`src/rtl/icache_dm.sv`:
```
// icache_dm: direct-mapped read-only instruction cache with zero-cycle hits and 4-word block refill
module icache_dm #(
  parameter int NUM_BLOCKS = 8,
  parameter int ADDR_W = 30
) (
  input  logic              clk,
  input  logic              rst_n,
  input  logic              proc_read,
  input  logic [ADDR_W-1:0] proc_addr,
  output logic [31:0]       proc_rdata,
  output logic              proc_stall,
  output logic              mem_read,
  output logic [ADDR_W-3:0] mem_addr,
  input  logic [127:0]      mem_rdata,
  input  logic              mem_ready,
  output logic [15:0]       hit_cnt,
  output logic [15:0]       miss_cnt
);
  localparam int IDX_W = $clog2(NUM_BLOCKS);
  localparam int TAG_W = ADDR_W - 2 - IDX_W;
  typedef enum logic {IDLE, FETCH} state_t;
  state_t state;
  logic [NUM_BLOCKS-1:0] valid;
  logic [TAG_W-1:0] tag_arr [NUM_BLOCKS];
  logic [127:0] data_arr [NUM_BLOCKS];
  logic [IDX_W-1:0] idx, fill_idx;
  logic [TAG_W-1:0] tag;
  logic hit;
  assign idx = proc_addr[IDX_W+1:2];
  assign tag = proc_addr[ADDR_W-1:IDX_W+2];
  // the refill targets the line named by the latched block address, not the live core address
  assign fill_idx = mem_addr[IDX_W-1:0];
  assign hit = proc_read & valid[idx] & (tag_arr[idx] == tag);
  assign proc_rdata = data_arr[idx][{proc_addr[1:0], 5'd0} +: 32];
  assign proc_stall = (state == FETCH) | (proc_read & ~hit);
  always_ff @(posedge clk) begin
    if (!rst_n) begin
      state    <= IDLE;
      valid    <= '0;
      mem_read <= 1'b0;
      mem_addr <= '0;
      hit_cnt  <= '0;
      miss_cnt <= '0;
    end else if (state == IDLE) begin
      if (hit && hit_cnt != 16'hFFFF) hit_cnt <= hit_cnt + 16'd1;
      if (proc_read && !hit) begin
        state    <= FETCH;
        mem_read <= 1'b1;
        mem_addr <= proc_addr[ADDR_W-1:2];
        miss_cnt <= (miss_cnt != 16'hFFFF) ? miss_cnt + 16'd1 : miss_cnt;
      end
    end else if (mem_ready) begin
      data_arr[fill_idx] <= mem_rdata;
      tag_arr[fill_idx]  <= mem_addr[ADDR_W-3:IDX_W];
      valid[fill_idx]    <= 1'b1;
      state              <= IDLE;
      mem_read           <= 1'b0;
    end
  end
endmodule
```
`config.mk`:
```
export PLATFORM = sky130hd
export DESIGN_NAME = icache_dm
export DESIGN_NICKNAME = d
export VERILOG_FILES = /design/src/rtl/icache_dm.sv
export SDC_FILE = /design/constraint.sdc
export NUM_CORES = 1
export LEC_CHECK = 0
export BUFFER_PORTS_ARGS = -buffer_cell sky130_fd_sc_hd__buf_2
export CORE_MARGIN = 2
export CORE_UTILIZATION = 55
export CTS_CLUSTER_DIAMETER = 120
export DETAILED_ROUTE_END_ITERATION = 10
export PLACE_DENSITY = 0.76
export SYNTH_ARGS = -nofsm -noshare
export SYNTH_HDL_FRONTEND = slang
export SYNTH_SLANG_ARGS = --single-unit
```
`constraint.sdc`:
```
create_clock -name clk -period 12.4 [get_ports clk]
set_input_delay 0.62 -clock clk [delete_from_list [all_inputs] [get_ports clk]]
set_output_delay 0.62 -clock clk [all_outputs]
set_load 0.01 [all_outputs]
```
# Word-level counts from Yosys, hierarchy flattened
# Memories as Yosys holds them, arrays and structs flattened.
# Index checks and enable logic that the tools add are counted.
# op_classes
n_mux	14
order_cmp	3
eq_ne	4
add_sub_neg	2
n_reduce_logical	10
n_shift	1
n_bitwise	7
# ops
cell	n
variable part select 128 x 8 -> 32 bit	1
adder 16 x 1 -> 16 bit (second input constant)	2
inequality test 16 bit (second input constant)	2
equality test 25 bit	1
2-to-1 mux 1 bit	12
less-than comparator 3 x 4 -> 1 bit (second input constant)	2
bitwise OR 8 bit	1
AND reduction 2 bit	4
AND 1 bit	3
binary-select mux 1 bit (select 3 bit)	1
demux 1 bit (select 3 bit)	1
>= comparator 3 x 1 -> 1 bit (second input constant)	1
logical AND 1 bit	3
AND reduction 3 bit	1
inequality test 2 bit (second input constant)	1
inverter 1 bit	2
nonzero test 2 bit	1
logical NOT 1 bit	1
bitwise OR 1 bit	1
# totals
ff_bits	70
n_memories	2
input_bits	162
mem_bits_rw	1224
wordCells	49
# mem_list
memory	depth	width	read_ports	rd_ports_with_merged_regs	wr	line_no	source
data_arr	8	128	1	0	1	25	logic [127:0] data_arr [NUM_BLOCKS];
tag_arr	8	25	1	0	1	24	logic [TAG_W-1:0] tag_arr [NUM_BLOCKS];

# Logic depth before layout (Yosys ltp)
# depth
word_depth	8
depth_mapped	14
depth_no_buf	8

# Least setup slack after synthesis
# OpenSTA, ideal clock, no wires.
# synth_path
path_type	input port to flip-flop
from	input port rst_n
to	memory data_arr[0][0] (enable)
t_arrival_ns	11.494
setup_slack_ns	0.052
setup_ns	0.854
cell_stages	3
cell_sequence	clkbuf_1 nand4b_1 nor3_1
# synth_via
elab_chain_cells	2
# synth_rtl
element	line_no	source
start: declaration	7	input logic rst_n,
2-to-1 mux 1 bit	37	if (!rst_n) begin
2-to-1 mux 1 bit (implied by the code)	53	data_arr[fill_idx] <= mem_rdata;
end: declaration	25	
# Every way passes these cells.

# Worst setup path in the final report
# layout_path
from	input port proc_addr[3]
to	output port proc_stall
# layout_via
elab_chain_cells	7
elab_cells_between_ends	9
cone_classes	eq/ne: 1; mux: 2; bitwise: 5; memory: 1
# layout_rtl
element	line_no	source
start: declaration	9	input logic [ADDR_W-1:0] proc_addr,
branches (longest 3 deep; another with memory (8 x 25 bit))	--	
AND 1 bit *	33	assign hit = proc_read & valid[idx] & (tag_arr[idx] == tag);
inverter 1 bit *	35	assign proc_stall = (state == FETCH) | (proc_read & ~hit);
AND 1 bit *	35	
bitwise OR 1 bit *	35	
end: declaration	11	output logic proc_stall,
# Every way passes the cells marked *. The select of a mux whose other input is x is not followed.

==> impl_metrics.toml <==
[cts]
clk_path_buf_depth = 3
cts-buffers-inserted = 121
cts_setup_buffers = 0
clkSinkCount = 1294
htree_levels = 3
hold_buffers = 0
post_cts_resized = 0
clock_latency_ns = 0.71
cts_tree = "done"
cts_root_buffer = "clkbuf_16"
path_clk_slew_ns = 0.06

[detailed_routing]
drtAntennaViolNets = 0
wl_um = 108000
viasPerCell = 6.28
drt-wirelength-per-cell_um = 28.3
vias = 23900
drtIter0Drc = 2466
first_pass_iters = 6
route.detailed.drc = 0

[sta]
finalHoldViolCount = 0
fmax_mhz = 177
fin_setup_tns_ns = 0
fin_crit_ns = 5.66
timing.final.crit_share_pct = 45.7
relSlewSlack_pct = 21.3
finalMaxSlewViolations = 0
setup_viol = 0
worst_pin_slew_ns = 1.18
rsz0062_at_grt = "false"
finClkSkew_ns = 0.0605

[synth]
netlist_instances = 2233
seq_area_frac_synth_pct = 76.6
syn_area_sq_um = 49800
synth_fp_nets = 2397
synth-async-reset-ratio_pct = 0
synth_edf_count = 1224
yosys_warnings = 0
synth-seq-cells = 1294
synth_cell_types = 57
synth_area_per_cell_sq_um = 22.3
ys.flop_type = "edfxtp_1"

[global_routing]
grt.busiest_layer = "met2"
grt.overflow.total = 0
globalRouteMet1Util_pct = 30.2
grt_antenna_before_repair = 33
grt_use_met2_pct = 40.6
grt_pass1_wl_um = 161000
grt_max_degree = 158
grt_pass1_vias = 24800
grt_usage_pct = 23.3
grtUsageMet3_pct = 4.65

[pwr]
power_density_nw_per_um2 = 155
leakage_nw = 18.2
ir_drop_mv = 0.121

[layout]
area_growth_pct = 12.7
drive_above_1_share_pct = 32.9
fin_util_pct = 62.5
nets = 2687
instances_no_fill = 3813
final_cell_mix = "edfxtp_1 (1224), mux4_2 (348), buf_2 (251), clkbuf_16 (122), dfxtp_1 (70)"
layout_commonest_cell = "edfxtp_1"

[run_status]
status = "finished, final reports clean"

[floorplanning]
ios = 256
fp.dieW_um = 305
rows = 110
dieArea_sq_um = 93000
core_area_sq_um = 89900
die_h_um = 305
start_util_pct = 55.5

[min_path]
hold_class = "input pin to flip-flop"
hold_path.startpoint = "mem_rdata[72]"

[run]
drv_cap = 0

[placement]
port_buffers = 255
placedCellCount = 3576
dp_hpwl_um = 59600
gp_congestion = 0.832

[setup_path]
end_kind = "output pin"
path_max_fanout = 157
setup.worst_path.start_class = "input pin"
cp_cell_sequence = "buf_8 > buf_12 > mux4_2 > mux2i_1 > xor2_1 > nand4b_1 > or3b_2 > o31ai_4 > buf_4 > nand2_1 > buf_2"
cp-startpoint = "proc_addr[3]"
critPathMaxStageDelay_ns = 0.68
worstSetupPathType = "input pin to output pin"
crit_family = "buffers and inverters"
worstPathRequired_ns = 11.78
cp_data_arrival_time_ns = 5.04
cp.buffers_inverters = 4
reg2reg_from = "state"
cp_slowest_cell = "buf_8"
==> path summary, 6_finish.rpt <==
path / cells after the start / slack [ns] / endpoint
max: 11 / 6.74 / proc_stall
min: 1 / 0.18 / data_arr[5][72]
max reg2reg: 6 / 7.98 / data_arr[6][39]
min reg2reg: 1 / 0.45 / valid[0]
==> Yosys cell counts (2+ instances only) <==
| master | number | area, sq um |
|---|---|---|
| a2111o_1 | 2 | 22.5 |
| a21o_1 | 10 | 75.1 |
| a21oi_1 | 53 | 265 |
| a22o_1 | 7 | 61.3 |
| a22oi_1 | 7 | 52.6 |
| a2bb2oi_1 | 2 | 17.5 |
| and2_1 | 4 | 25.0 |
| and3_1 | 9 | 56.3 |
| buf_1 | 31 | 116 |
| buf_2 | 6 | 30.0 |
| buf_4 | 7 | 52.6 |
| buf_6 | 8 | 90.1 |
| clkbuf_1 | 65 | 244 |
| dfxtp_1 | 70 | 1400 |
| edfxtp_1 | 1224 | 36800 |
| ha_1 | 2 | 25.0 |
| inv_1 | 4 | 15.0 |
| mux2_2 | 48 | 541 |
| mux2i_1 | 52 | 521 |
| mux4_2 | 348 | 7840 |
| nand2_1 | 29 | 109 |
| nand2b_1 | 10 | 62.6 |
| nand3_1 | 46 | 230 |
| nand4_1 | 15 | 93.8 |
| nand4b_1 | 2 | 17.5 |
| nor2_1 | 20 | 75.1 |
| nor2b_1 | 5 | 31.3 |
| nor3_1 | 4 | 20.0 |
| nor4_1 | 5 | 31.3 |
| o21a_1 | 3 | 22.5 |
| o21ai_0 | 35 | 175 |
| o21ai_1 | 3 | 15.0 |
| o21bai_1 | 3 | 22.5 |
| o22ai_1 | 8 | 50.1 |
| o31ai_1 | 20 | 150 |
| or3_1 | 8 | 50.1 |
| or4_1 | 26 | 195 |
| xnor2_1 | 8 | 70.1 |
| xor2_1 | 6 | 52.6 |
==> routing by layer <==
metal	share of wire (%)	wire, um	vias to the layer above
met5	0.19	202	-
met2	53	57000	923
met1	37	39900	12700
met4	2.3	2450	30
li1	-	-	10100
met3	7.6	8170	215
==> logic make-up after synthesis <==
| logic type | after synthesis | share of synthesized area [%] |
|---|---|---|
| multiplexers | 448 | 17.9 |
| flip-flops | 1294 | 76.6 |
| XOR/XNOR | 14 | 0.246 |
| adder cells (fa/ha/maj) | 2 | 0.0502 |
| AO/OA/AOI/OAI | 162 | 2.01 |
| buffers and inverters | 124 | 1.15 |
| AND/OR/NAND/NOR | 189 | 2.13 |
==> sequential cells by signal (all words and copies together), names as in the netlist <==
name	cells
mem_addr	28
tag_arr	200
state	1
hit_cnt	16
valid	8
miss_cnt	16
mem_read	1
data_arr	1024
==> stage by stage <==
stage / setup WS (ns) / instance area, sq um / power [mW] / hold WS (ns)
floorplan: 0.0518 / 49800 / 5.18 / 0.421
global placement: 6.84 / 52400 / 5.33 / 0.428
detailed placement: 6.81 / 52400 / 5.34 / 0.439
CTS: 6.80 / 56100 / 8.77 / 0.135
global route: 6.48 / 56100 / 8.95 / 0.160
finish: 6.74 / 56200 / 8.70 / 0.180
==> worst reg2reg max path: stages (launching register included) <==
cell and delay, ns:
dfxtp_1 0.32, buf_4 0.47, nand4b_1 0.48, nor2_4 0.18, buf_4 0.69, buf_4 0.88
buf_4 0.94
==> power by group <==
group / switching (mW) / leakage [nW] / internal, mW
logic: 0.237 / 4.63 / 0.190
clock network: 1.55 / 1.81 / 1.90
registers: 0.0202 / 11.8 / 4.80
total: 1.80 / 18.2 / 6.89
==> cell type report <==
class,instances,area (sq um)
inverter,5,18.8
tap,1176,1470
clock inverter,69,509
multi-input combinational,815,11200
sequential,1294,38200
fill,5879,33700
antenna,11,27.5
timing repair buffer,286,1600
clock buffer,157,3190
No activity file was read; power rests on OpenSTA's default activity.
